$ cat src/rtl/ad_sample_sdram_addr_gen_if.sv
// Sample-in / word-out bus for ad_sample_sdram_addr_gen.
// master: ADC source and SDRAM writer side; slave: the address generator.
interface ad_sample_sdram_addr_gen_if;
    logic        s_valid;
    logic [15:0] s_data;
    logic        dev_idle;
    logic        write_en;
    logic [15:0] data;
    logic [31:0] addr;

    modport master (
        output s_valid, s_data, dev_idle,
        input  write_en, data, addr
    );

    modport slave (
        input  s_valid, s_data, dev_idle,
        output write_en, data, addr
    );
endinterface

$ cat src/rtl/ad_sample_sdram_addr_gen.sv
// ADC sample -> SDRAM address generator with a small holding FIFO and
// burst-aligned flush on stop. Ring or one-shot capture region.
// Optional macro ADC_TEST_PATTERN_EN adds a test_mode input that replaces
// sample data with a per-capture word counter.
module ad_sample_sdram_addr_gen #(
    parameter int unsigned HOLD_DEPTH = 4,
    parameter int unsigned BURST_LEN  = 16,
    parameter int unsigned ADDR_STEP  = 2,
    parameter logic [15:0] PAD_WORD   = 16'h0000
) (
    input  logic        clk,
    input  logic        reset_n,
    input  logic [31:0] cfg_base_addr,
    input  logic [23:0] cfg_len_words,
    input  logic        cfg_oneshot,
    input  logic        start,
    input  logic        stop,
`ifdef ADC_TEST_PATTERN_EN
    input  logic        test_mode,
`endif
    ad_sample_sdram_addr_gen_if.slave bus,
    output logic        busy,
    output logic        done,
    output logic [23:0] wr_offset,
    output logic [15:0] wrap_cnt,
    output logic [15:0] ovf_cnt
);
    localparam int unsigned PW = $clog2(HOLD_DEPTH);
    localparam logic [23:0] BURST = 24'(BURST_LEN);

    typedef enum logic [1:0] {IDLE, RUN, FLUSH, DONE} state_t;
    state_t state;

    logic [31:0] base_r;
    logic [23:0] len_r;
    logic        oneshot_r;
    logic [15:0] pat_cnt;

    logic [15:0] mem_data [HOLD_DEPTH];
    logic [31:0] mem_addr [HOLD_DEPTH];
    logic [PW-1:0] rd_ptr, wr_ptr;
    logic [PW:0]   count, count_next;

    logic        empty, full, pop, room, oneshot_hold;
    logic        accept, drop, pad, push;
    logic [15:0] push_data;
    logic [31:0] push_addr;
    logic [23:0] start_len, off_inc, off_next;
    logic        wrap_now;
    logic        test_sel;

`ifdef ADC_TEST_PATTERN_EN
    assign test_sel = test_mode;
`else
    assign test_sel = 1'b0;
`endif

    assign start_len = cfg_len_words - (cfg_len_words % BURST);
    assign busy      = (state == RUN) || (state == FLUSH);
    assign done      = (state == DONE);

    // Datapath decisions for this cycle: output handshake, push source, next offset.
    always_comb begin
        empty        = (count == '0);
        full         = (count == (PW+1)'(HOLD_DEPTH));
        bus.write_en = !empty && bus.dev_idle;
        bus.data     = empty ? '0 : mem_data[rd_ptr];
        bus.addr     = empty ? '0 : mem_addr[rd_ptr];
        pop          = bus.write_en;
        room         = !full || pop;
        oneshot_hold = oneshot_r && (wr_offset == len_r);
        accept       = (state == RUN) && bus.s_valid && room && !oneshot_hold;
        drop         = (state == RUN) && bus.s_valid && !room && !oneshot_hold;
        pad          = (state == FLUSH) && room && ((wr_offset % BURST) != '0);
        push         = accept || pad;
        push_data    = pad ? PAD_WORD : (test_sel ? pat_cnt : bus.s_data);
        push_addr    = base_r + {8'd0, wr_offset} * 32'(ADDR_STEP);
        off_inc      = wr_offset + 24'd1;
        wrap_now     = 1'b0;
        off_next     = wr_offset;
        if (push) begin
            if (off_inc == len_r && !oneshot_r) begin
                off_next = '0;
                wrap_now = 1'b1;
            end else begin
                off_next = off_inc;
            end
        end
        count_next = count + (PW+1)'(push) - (PW+1)'(pop);
    end

    // Holding FIFO pointers and occupancy.
    always_ff @(posedge clk) begin
        if (!reset_n) begin
            rd_ptr <= '0;
            wr_ptr <= '0;
            count  <= '0;
        end else begin
            if (push) wr_ptr <= wr_ptr + 1'b1;
            if (pop)  rd_ptr <= rd_ptr + 1'b1;
            count <= count_next;
        end
    end

    // Holding FIFO storage; contents are masked at the output when empty.
    always_ff @(posedge clk) begin
        if (push) begin
            mem_data[wr_ptr] <= push_data;
            mem_addr[wr_ptr] <= push_addr;
        end
    end

    // Capture FSM, latched configuration and status counters.
    always_ff @(posedge clk) begin
        if (!reset_n) begin
            state     <= IDLE;
            base_r    <= '0;
            len_r     <= '0;
            oneshot_r <= 1'b0;
            pat_cnt   <= '0;
            wr_offset <= '0;
            wrap_cnt  <= '0;
            ovf_cnt   <= '0;
        end else begin
            if (push) wr_offset <= off_next;
            if (wrap_now && wrap_cnt != '1) wrap_cnt <= wrap_cnt + 16'd1;
            if (drop && ovf_cnt != '1) ovf_cnt <= ovf_cnt + 16'd1;
            if (accept) pat_cnt <= pat_cnt + 16'd1;
            case (state)
                IDLE, DONE: begin
                    if (start && start_len >= BURST) begin
                        state     <= RUN;
                        base_r    <= cfg_base_addr;
                        len_r     <= start_len;
                        oneshot_r <= cfg_oneshot;
                        pat_cnt   <= '0;
                        wr_offset <= '0;
                        wrap_cnt  <= '0;
                        ovf_cnt   <= '0;
                    end
                end
                RUN: begin
                    // Stop always goes through FLUSH: with an aligned offset FLUSH
                    // pushes no padding and only drains, which is the drain case.
                    if (stop)
                        state <= FLUSH;
                    else if (oneshot_r && off_next == len_r && count_next == '0)
                        state <= DONE;
                end
                FLUSH: begin
                    if ((off_next % BURST) == '0 && count_next == '0)
                        state <= DONE;
                end
                default: state <= IDLE;
            endcase
        end
    end
endmodule

$ cat src/flat_wrapper.sv
// flat-port wrapper written by rule: the top's interface ports become plain ports
module ad_sample_sdram_addr_gen_flat 
#(
    parameter int unsigned HOLD_DEPTH = 4,
    parameter int unsigned BURST_LEN  = 16,
    parameter int unsigned ADDR_STEP  = 2,
    parameter logic [15:0] PAD_WORD   = 16'h0000
)
  (clk, reset_n, cfg_base_addr, cfg_len_words, cfg_oneshot, start, stop, busy, done, wr_offset, wrap_cnt, ovf_cnt, bus_s_valid, bus_s_data, bus_dev_idle, bus_write_en, bus_data, bus_addr);
  ad_sample_sdram_addr_gen_if bus_i ();
  input  logic clk;
  input  logic reset_n;
  input  logic [31:0] cfg_base_addr;
  input  logic [23:0] cfg_len_words;
  input  logic cfg_oneshot;
  input  logic start;
  input  logic stop;
  output logic busy;
  output logic done;
  output logic [23:0] wr_offset;
  output logic [15:0] wrap_cnt;
  output logic [15:0] ovf_cnt;
  input wire logic [$bits(bus_i.s_valid)-1:0] bus_s_valid;
  input wire logic [$bits(bus_i.s_data)-1:0] bus_s_data;
  input wire logic [$bits(bus_i.dev_idle)-1:0] bus_dev_idle;
  output wire logic [$bits(bus_i.write_en)-1:0] bus_write_en;
  output wire logic [$bits(bus_i.data)-1:0] bus_data;
  output wire logic [$bits(bus_i.addr)-1:0] bus_addr;
  assign bus_i.s_valid = bus_s_valid;
  assign bus_i.s_data = bus_s_data;
  assign bus_i.dev_idle = bus_dev_idle;
  assign bus_write_en = bus_i.write_en;
  assign bus_data = bus_i.data;
  assign bus_addr = bus_i.addr;
  ad_sample_sdram_addr_gen #(.HOLD_DEPTH(HOLD_DEPTH), .BURST_LEN(BURST_LEN), .ADDR_STEP(ADDR_STEP), .PAD_WORD(PAD_WORD)) u_core (.clk(clk), .reset_n(reset_n), .cfg_base_addr(cfg_base_addr), .cfg_len_words(cfg_len_words), .cfg_oneshot(cfg_oneshot), .start(start), .stop(stop), .bus(bus_i), .busy(busy), .done(done), .wr_offset(wr_offset), .wrap_cnt(wrap_cnt), .ovf_cnt(ovf_cnt));
endmodule
$ cat config.mk
export PLATFORM = sky130hd
export DESIGN_NAME = ad_sample_sdram_addr_gen_flat
export DESIGN_NICKNAME = d
export VERILOG_FILES = /design/src/rtl/ad_sample_sdram_addr_gen_if.sv /design/src/rtl/ad_sample_sdram_addr_gen.sv /design/src/flat_wrapper.sv
export SDC_FILE = /design/constraint.sdc
export NUM_CORES = 1
export LEC_CHECK = 0
export CAP_MARGIN = 20
export CORE_MARGIN = 2
export CORE_UTILIZATION = 55
export CTS_BUF_LIST = sky130_fd_sc_hd__clkbuf_16
export DETAILED_ROUTE_END_ITERATION = 6
export PLACE_DENSITY = 0.88
export SLEW_MARGIN = 10
export SYNTH_ARGS = -nofsm -noshare
export SYNTH_HDL_FRONTEND = slang
export SYNTH_SLANG_ARGS = --single-unit
export TNS_END_PERCENT = 20
$ cat constraint.sdc
create_clock -name clk -period 4.92 [get_ports clk]
set_input_delay 0.984 -clock clk [delete_from_list [all_inputs] [get_ports clk]]
set_output_delay 0.984 -clock clk [all_outputs]
set_load 0.1 [all_outputs]
==> tab_implementation.tex <==
\begin{tabular}{lr}
\hline
Metric & Value \\
\hline
\multicolumn{2}{l}{\textbf{Drt}} \\
\quad Final routed wire length divided by cell count & just under 20 um \\
\quad Total number of vias & around 11,000 \\
\quad \# DRC & 0 \\
\quad DRT Wirelength & 37.4 mm \\
\quad First-pass detailed-route iteration total & 5 \\
\quad Antenna-violating nets left & 0 \\
\quad Routed vias/inst & 5.84 \\
\quad Initial detailed-routing violation count & 911 \\
\multicolumn{2}{l}{\textbf{Final layout}} \\
\quad Final net count & between 1,500 and 2,000 \\
\quad Share of layout cells above drive strength 1 & 12.5\% \\
\quad Growth of design area from synthesis to finish & 21.1\% \\
\quad Final std cell area, no fill & 18,500 um2 \\
\quad Final cell utilization of the core & 68.1\% \\
\multicolumn{2}{l}{\textbf{Critical path}} \\
\quad Critical path's largest stage delay & 0.66 ns \\
\quad Cell mode on critical path & or4\_1 \\
\quad Count of buffering cells on the critical path with inverters included & 2 \\
\quad Largest delay share family, worst path & simple AND/OR/NAND/NOR gates \\
\quad Highest-delay cell along the critical path & dfxtp\_1 \\
\quad Crit Path Class & flip-flop to flip-flop \\
\quad Startpoint type of the worst setup path & flip-flop \\
\quad Maximum net fanout on the critical path & 15 \\
\quad Startpoint of the worst register-to-register path & u\_core.wr\_offset[4] \\
\quad Required time at the endpoint of the critical path & 5.40 ns \\
\quad Worst setup path startpoint & u\_core.wr\_offset[4] \\
\quad Cell-by-cell trace of the critical path & xor2\_1 > or4\_1 > or4\_1 > o21bai\_2 > and2\_4 > inv\_2 > ha\_1 > inv\_1 > fa\_1 > xnor2\_1 > o2111a\_1 > nand4\_1 > nand4b\_1 > o311a\_1 > a311oi\_2 \\
\quad Worst path arrival time & 4.85 ns \\
\quad Kind of capture point of the worst setup path & flip-flop \\
\multicolumn{2}{l}{\textbf{Timing}} \\
\quad Final hold violation count & 0 \\
\quad Highest clock rate & $\sim$0.23 GHz \\
\quad Slew of the pin with the lowest slew margin & 1.04 ns \\
\quad Number of slew-limit violations in the final report & 0 \\
\quad Total Negative Setup Slacks & 0 ns \\
\quad Max\_slew headroom & 30.8\% \\
\quad Largest clock skew in the final design & 0.0255 ns \\
\quad Final worst-path setup slack & 0.551 ns \\
\quad Final setup viols & 0 \\
\quad Final critical delay including setup and external delays & 4.37 ns \\
\quad Part of the cycle the worst path needs & between 80 and 90\% \\
\quad RSZ-0062 raised after global routing & no \\
\multicolumn{2}{l}{\textbf{Yosys}} \\
\quad Top\_reg\_cell synth & edfxtp\_1 \\
\quad Most frequent cell after synthesis & edfxtp\_1 \\
\quad Post-synthesis cell area & 15,200 um2 \\
\quad Leading post-synthesis cells by cell area & edfxtp\_1, dfxtp\_1, mux4\_2, nand2\_1, xnor2\_1 \\
\quad Mean post-synth cell area & 11.5 um2 \\
\quad Yosys top cell area share & 37.8\% \\
\quad Most numerous cell types in the synthesized netlist & edfxtp\_1, nand2\_1, dfxtp\_1 \\
\quad Cell taking the most area after synthesis & edfxtp\_1 \\
\quad Number of storage elements in the synthesis netlist & between 300 and 400 \\
\quad Post-synth EDFFs & around 190 \\
\quad Number of library cell types mapped by synthesis & 93 \\
\quad Register area share after synthesis & between 50 and 60\% \\
\quad Yosys Warn Count & 0 \\
\quad Synth async-reset ratio & 0\% \\
\quad Post-Syn Instances & 1,329 \\
\quad Net count of the mapped netlist & $\sim$1,400 \\
\multicolumn{2}{l}{\textbf{Die}} \\
\quad FP Rows & 60 \\
\quad Height of the die & 170 um \\
\quad Horizontal die dimension & 170 um \\
\quad Io pins & 186 \\
\quad Placeable Area & around 27,000 um2 \\
\quad Total die area & 29,100 um2 \\
\quad Initial cell density of the core & 56.2\% \\
\multicolumn{2}{l}{\textbf{Power}} \\
\quad Power density over the cells & around 540 nW/um2 \\
\quad Worst vdd rail ir drop & about 360 uV \\
\quad Leakage & between 0.006 and 0.007 uW \\
\multicolumn{2}{l}{\textbf{Clock tree}} \\
\quad CTS max path bufs & 3 \\
\quad Clock transition at the registers of the reported paths & 0.07 ns \\
\quad Number of buffers inserted during clock tree synthesis & 31 \\
\quad H-Tree Level Count & 1 \\
\quad Count of cells resized by post-cts repair & 0 \\
\quad Buffers inserted by post-CTS timing repair & 0 \\
\quad CTS tree & built \\
\quad Clock network latency to the later pin of the worst-skew pair & 0.58 ns \\
\quad Quantity of hold-fixing buffers added after cts & 0 \\
\quad Sinks on Clock Net & about 310 \\
\quad CTS Root Cell & clkbuf\_16 \\
\multicolumn{2}{l}{\textbf{Worst hold path}} \\
\quad Origin of the worst min-delay path & u\_core.base\_r[14] \\
\quad Worst hold path class & flip-flop to flip-flop \\
\multicolumn{2}{l}{\textbf{Place}} \\
\quad Post-Place Cell Area & 17,400 um2 \\
\quad Dpl hpwl & 25.2 mm \\
\quad Worst slack, placed & 0.273 ns \\
\quad Number of input and output port buffers inserted & 181 \\
\quad Routability congestion estimate & 0.944 \\
\multicolumn{2}{l}{\textbf{Global route}} \\
\quad Maximum number of pins on one net before global-route repair & just under 50 \\
\quad Number of antenna violations at the first check in global routing & 0 \\
\quad Total routing resource utilization after global routing & 25.5\% \\
\quad Vias in the first global route & between 10,000 and 15,000 \\
\quad Grt total ovfl & 0 \\
\quad Global-route wire length before repair & 57.6 mm \\
\multicolumn{2}{l}{\textbf{Status}} \\
\quad Outcome & finished clean \\
\multicolumn{2}{l}{\textbf{Run}} \\
\quad \# Max-Cap Violations & 0 \\
\hline
\end{tabular}
cell usage in the layout (no fill, tap or decap), drive strengths merged, types with 39 or more instances in the layout:
master / synthesis / routed
a21oi: 94 / 94
buf: 15 / 50
clkdlybuf4s50: 1 / 163
dfxtp: 120 / 120
edfxtp: 192 / 192
ha: 39 / 39
inv: 34 / 40
mux4: 48 / 48
nand2: 163 / 163
nand3: 39 / 39
nor2: 88 / 88
nor2b: 57 / 57
xnor2: 63 / 63
xor2: 46 / 46
stage by stage:
| stage | total power (uW) | hold WS [ns] | std cells |
|---|---|---|---|
| global route | 10400 | 0.478 | 1903 |
| finish | 10000 | 0.461 | 1904 |
| detailed placement | 7530 | 0.453 | 1844 |
| global placement | 7450 | 0.446 | 1844 |
| floorplan | 6520 | 0.440 | 1329 |
| CTS | 10000 | 0.462 | 1902 |
layout make-up:
cell class,instances,area [um2]
Clock inverter,27,309
Multi-Input combinational cell,912,6600
Sequential cell,312,8170
Clock buffer,31,776
Timing Repair Buffer,214,2010
Tap cell,372,465
Antenna cell,1,2.50
Fill cell,1984,8640
Inverter,35,131
logic make-up after synthesis:
group	share of synthesized area, %
xor gates and xnor gates	6.56
buffers and inverters	3.26
AOI/OAI and AO/OA	8.60
DFF	53.6
adders and majority gates	3.46
muxes	7.43
and+or+nand+nor	17.1
final timing paths:
path,slack [ns],endpoint,cells after the start
hold / removal,0.46,u_core.base_r[14],2
hold reg to reg,0.46,u_core.base_r[14],2
setup / recovery,0.55,u_core.state[0],15
setup reg to reg,0.55,u_core.state[0],15
power breakdown:
part	internal, uW	leakage [uW]	switching, uW	total (uW)
combinational	1180	0.00322	2970	4150
clock	1470	0.000537	1030	2500
sequential	3090	0.00274	258	3350
total	5740	0.00649	4250	10000
registers in the layout, indices dropped and copies added, names as in the netlist, named ones only:
register and flops:
u_core.state 2, u_core.count 3, u_core.wr_offset 24, u_core.mem_addr 128
u_core.oneshot_r 1, u_core.rd_ptr 2, u_core.mem_data 64, u_core.len_r 20
u_core.ovf_cnt 16, u_core.wrap_cnt 16, u_core.base_r 32, u_core.wr_ptr 2
tightest hold or removal path, delay by kind of cell (launching register included):
kind	cells	cell delay, ns
AO/OA/AOI/OAI	1	0.05
flip-flops	1	0.31
AND/OR/NAND/NOR	1	0.05
metal layers:
layer	up-vias	GRT usage [%]	wire [um]
met3	76	3.49	2500
met4	0	7.28	989
met1	5392	34.2	15800
met2	445	43.6	18100
met5	-	0	0
li1	5200	-	-
(Power assumes the default switching activity.)
==> edit: new RTL, same flow settings <==
The 4 states of `state_t` get a one-hot encoding in 4 bits.
--- a/src/rtl/ad_sample_sdram_addr_gen.sv
+++ b/src/rtl/ad_sample_sdram_addr_gen.sv
@@ -28,7 +28,7 @@
     localparam int unsigned PW = $clog2(HOLD_DEPTH);
     localparam logic [23:0] BURST = 24'(BURST_LEN);
 
-    typedef enum logic [1:0] {IDLE, RUN, FLUSH, DONE} state_t;
+    typedef enum logic [3:0] {IDLE = 4'b0001, RUN = 4'b0010, FLUSH = 4'b0100, DONE = 4'b1000} state_t;
     state_t state;
 
     logic [31:0] base_r;
Formal check against the unedited RTL: no difference found for any inputs over 4 cycles, from zero or initial values and one cycle with reset_n low; so few cycles prove little.
==> edit against the original RTL <==
Clock skew shrank 0.011 ns. Die area rose by 2.2%. Global-route usage up 2.4 points. First-iteration DRC count grew 19%. Count of clock-buffer cells in the layout is 4 higher. Setup slack better by 0.14 ns. Combinational power fell by 13%. Synthesized area grew 2.3%. Sequential cell count rose by 2. Non-clock buffer count rose by 8. Cell area up 3.0%. Wire length up 9.2%. Total power fell by 4.1%. Critical endpoint is now u_core.state[1]$_SDFFE_PN0P_.
==> edit: results (changes against the original RTL) <==
[global_routing]
grt_pass1_vias = 11428  ; +5.9%
use_met1_pct = 36.28  ; +2.0 points
grt.total_usage_pct = 27.87  ; +2.4 points
met3_usage_pct = 4.074  ; +0.59 points
grt_max_degree = 69  ; +41%
grt_pass1_wl_mm = 63.47  ; +10%
grt_use_met2_pct = 47.90  ; +4.3 points

[critical_path]
r2r_slack_ns = 0.76  ; +0.21 ns
r2r-start = u_core.state[1]$_SDFFE_PN0P_

[yosys]
ys_seq_area_share_pct = 52.64  ; -0.95 points
synth_area_per_cell_sq_um = 11.42  ; -0.47%
syn_nets = 1483  ; +2.3%
ys_top_cells_by_count = 192 x edfxtp_1, 170 x nand2_1, 122 x dfxtp_1
synthDistinctLibCells = 86  ; -7.5%
synth.area.top_cells = edfxtp_1 37%, dfxtp_1 16%, mux4_2 6.9%

[placed_design]
dpl_cell_area_sq_um = 17800  ; +2.5%
placedCellCount = 1896  ; +2.8%
place_ws_ns = 0.2898  ; +0.01683 ns
dp_hpwl_mm = 28.33  ; +12%

[sta]
finClkSkew_ns = 0.01482  ; -0.01064 ns
setup_ws_ns = 0.6894  ; +0.1388 ns

[layout]
nNetsFinal = 1672  ; +2.8%
drive_above_1_share_pct = 14.56  ; +2.1 points
n_antenna_cell = 0  ; -1

[power_and_ir_drop]
ir_drop_mv = 0.2486  ; -30%
p_leak_nw = 6.735  ; +3.7%
p_int_mw = 5.636  ; -1.9%

[route]
drtIter0Drc = 1081  ; +19%
first_pass_iters = 7  ; +2
wl_per_cell_um = 20.85  ; +6.2%
drt_wl_total_mm = 40.82  ; +9.2%

[clocking]
h-tree-depth = 2  ; +1
clk_latency_ns = 0.51  ; -0.07 ns

[run_status]
status = complete, no violations

[hold_path]
hp-start = u_core.base_r[18]$_SDFFE_PN0P_
min_to = u_core.base_r[18]$_SDFFE_PN0P_

## edit: power groups by stage
stage	sequential [mW]	clock (mW)	combinational (mW)
floorplan	3.10	0	2.96
global placement	3.29	0	3.56
detailed placement	3.29	0	3.61
CTS	3.24	2.76	3.64
global route	3.27	2.86	3.82
finish	3.23	2.72	3.63
## edit: layout make-up
class                           count  area (sq um)
Multi-Input combinational cell    953          6965
Clock buffer                       35         875.8
Fill cell                        1968          8846
Clock inverter                     27         334.1
Inverter                           29         108.9
Sequential cell                   314          8213
Tap cell                          378         473.0
Timing Repair Buffer              222          2042
## edit: worst max path at each step
stage,startpoint,endpoint,depth (start not counted)
final,bus_dev_idle,u_core.state[1]$_SDFFE_PN0P_,12
after global routing,bus_dev_idle,u_core.state[3]$_SDFFE_PN0P_,16
after CTS,bus_dev_idle,u_core.state[1]$_SDFFE_PN0P_,12
after detailed placement,bus_dev_idle,u_core.state[1]$_SDFFE_PN0P_,12
after global placement,bus_dev_idle,u_core.state[0]$_SDFFE_PN1P_,16
after floorplan,u_core.state[3]$_SDFFE_PN0P_,done,2
## edit: cells by family (layout without fill, tap and decap cells)
group	Yosys count	in the layout	synth area share (%)
simple gates	542	542	18.06
flops	314	314	52.64
compound gates	206	206	9.580
xor+xnor	107	107	6.058
buf+inv	99	313	2.808
mux	60	60	7.711
fa+ha+maj	38	38	3.145
## edit: metal layers
layer	share of wire, %	vias up
met1	40	5657
met3	6.5	84
met4	3.1	0
met5	0	-
li1	-	5381
met2	50	457
## edit: worst max-delay path, stage by stage
cell and delay (ns):
clkdlybuf4s50_1 0.48, or4b_1 0.54, and3_2 0.28, nor2_1 0.23, a21o_2 0.15, buf_4 0.31
or3_1 0.17, nand4_1 0.11, a2111oi_0 0.44, o2111ai_1 0.18, or4_1 0.54, o21ba_1 0.20
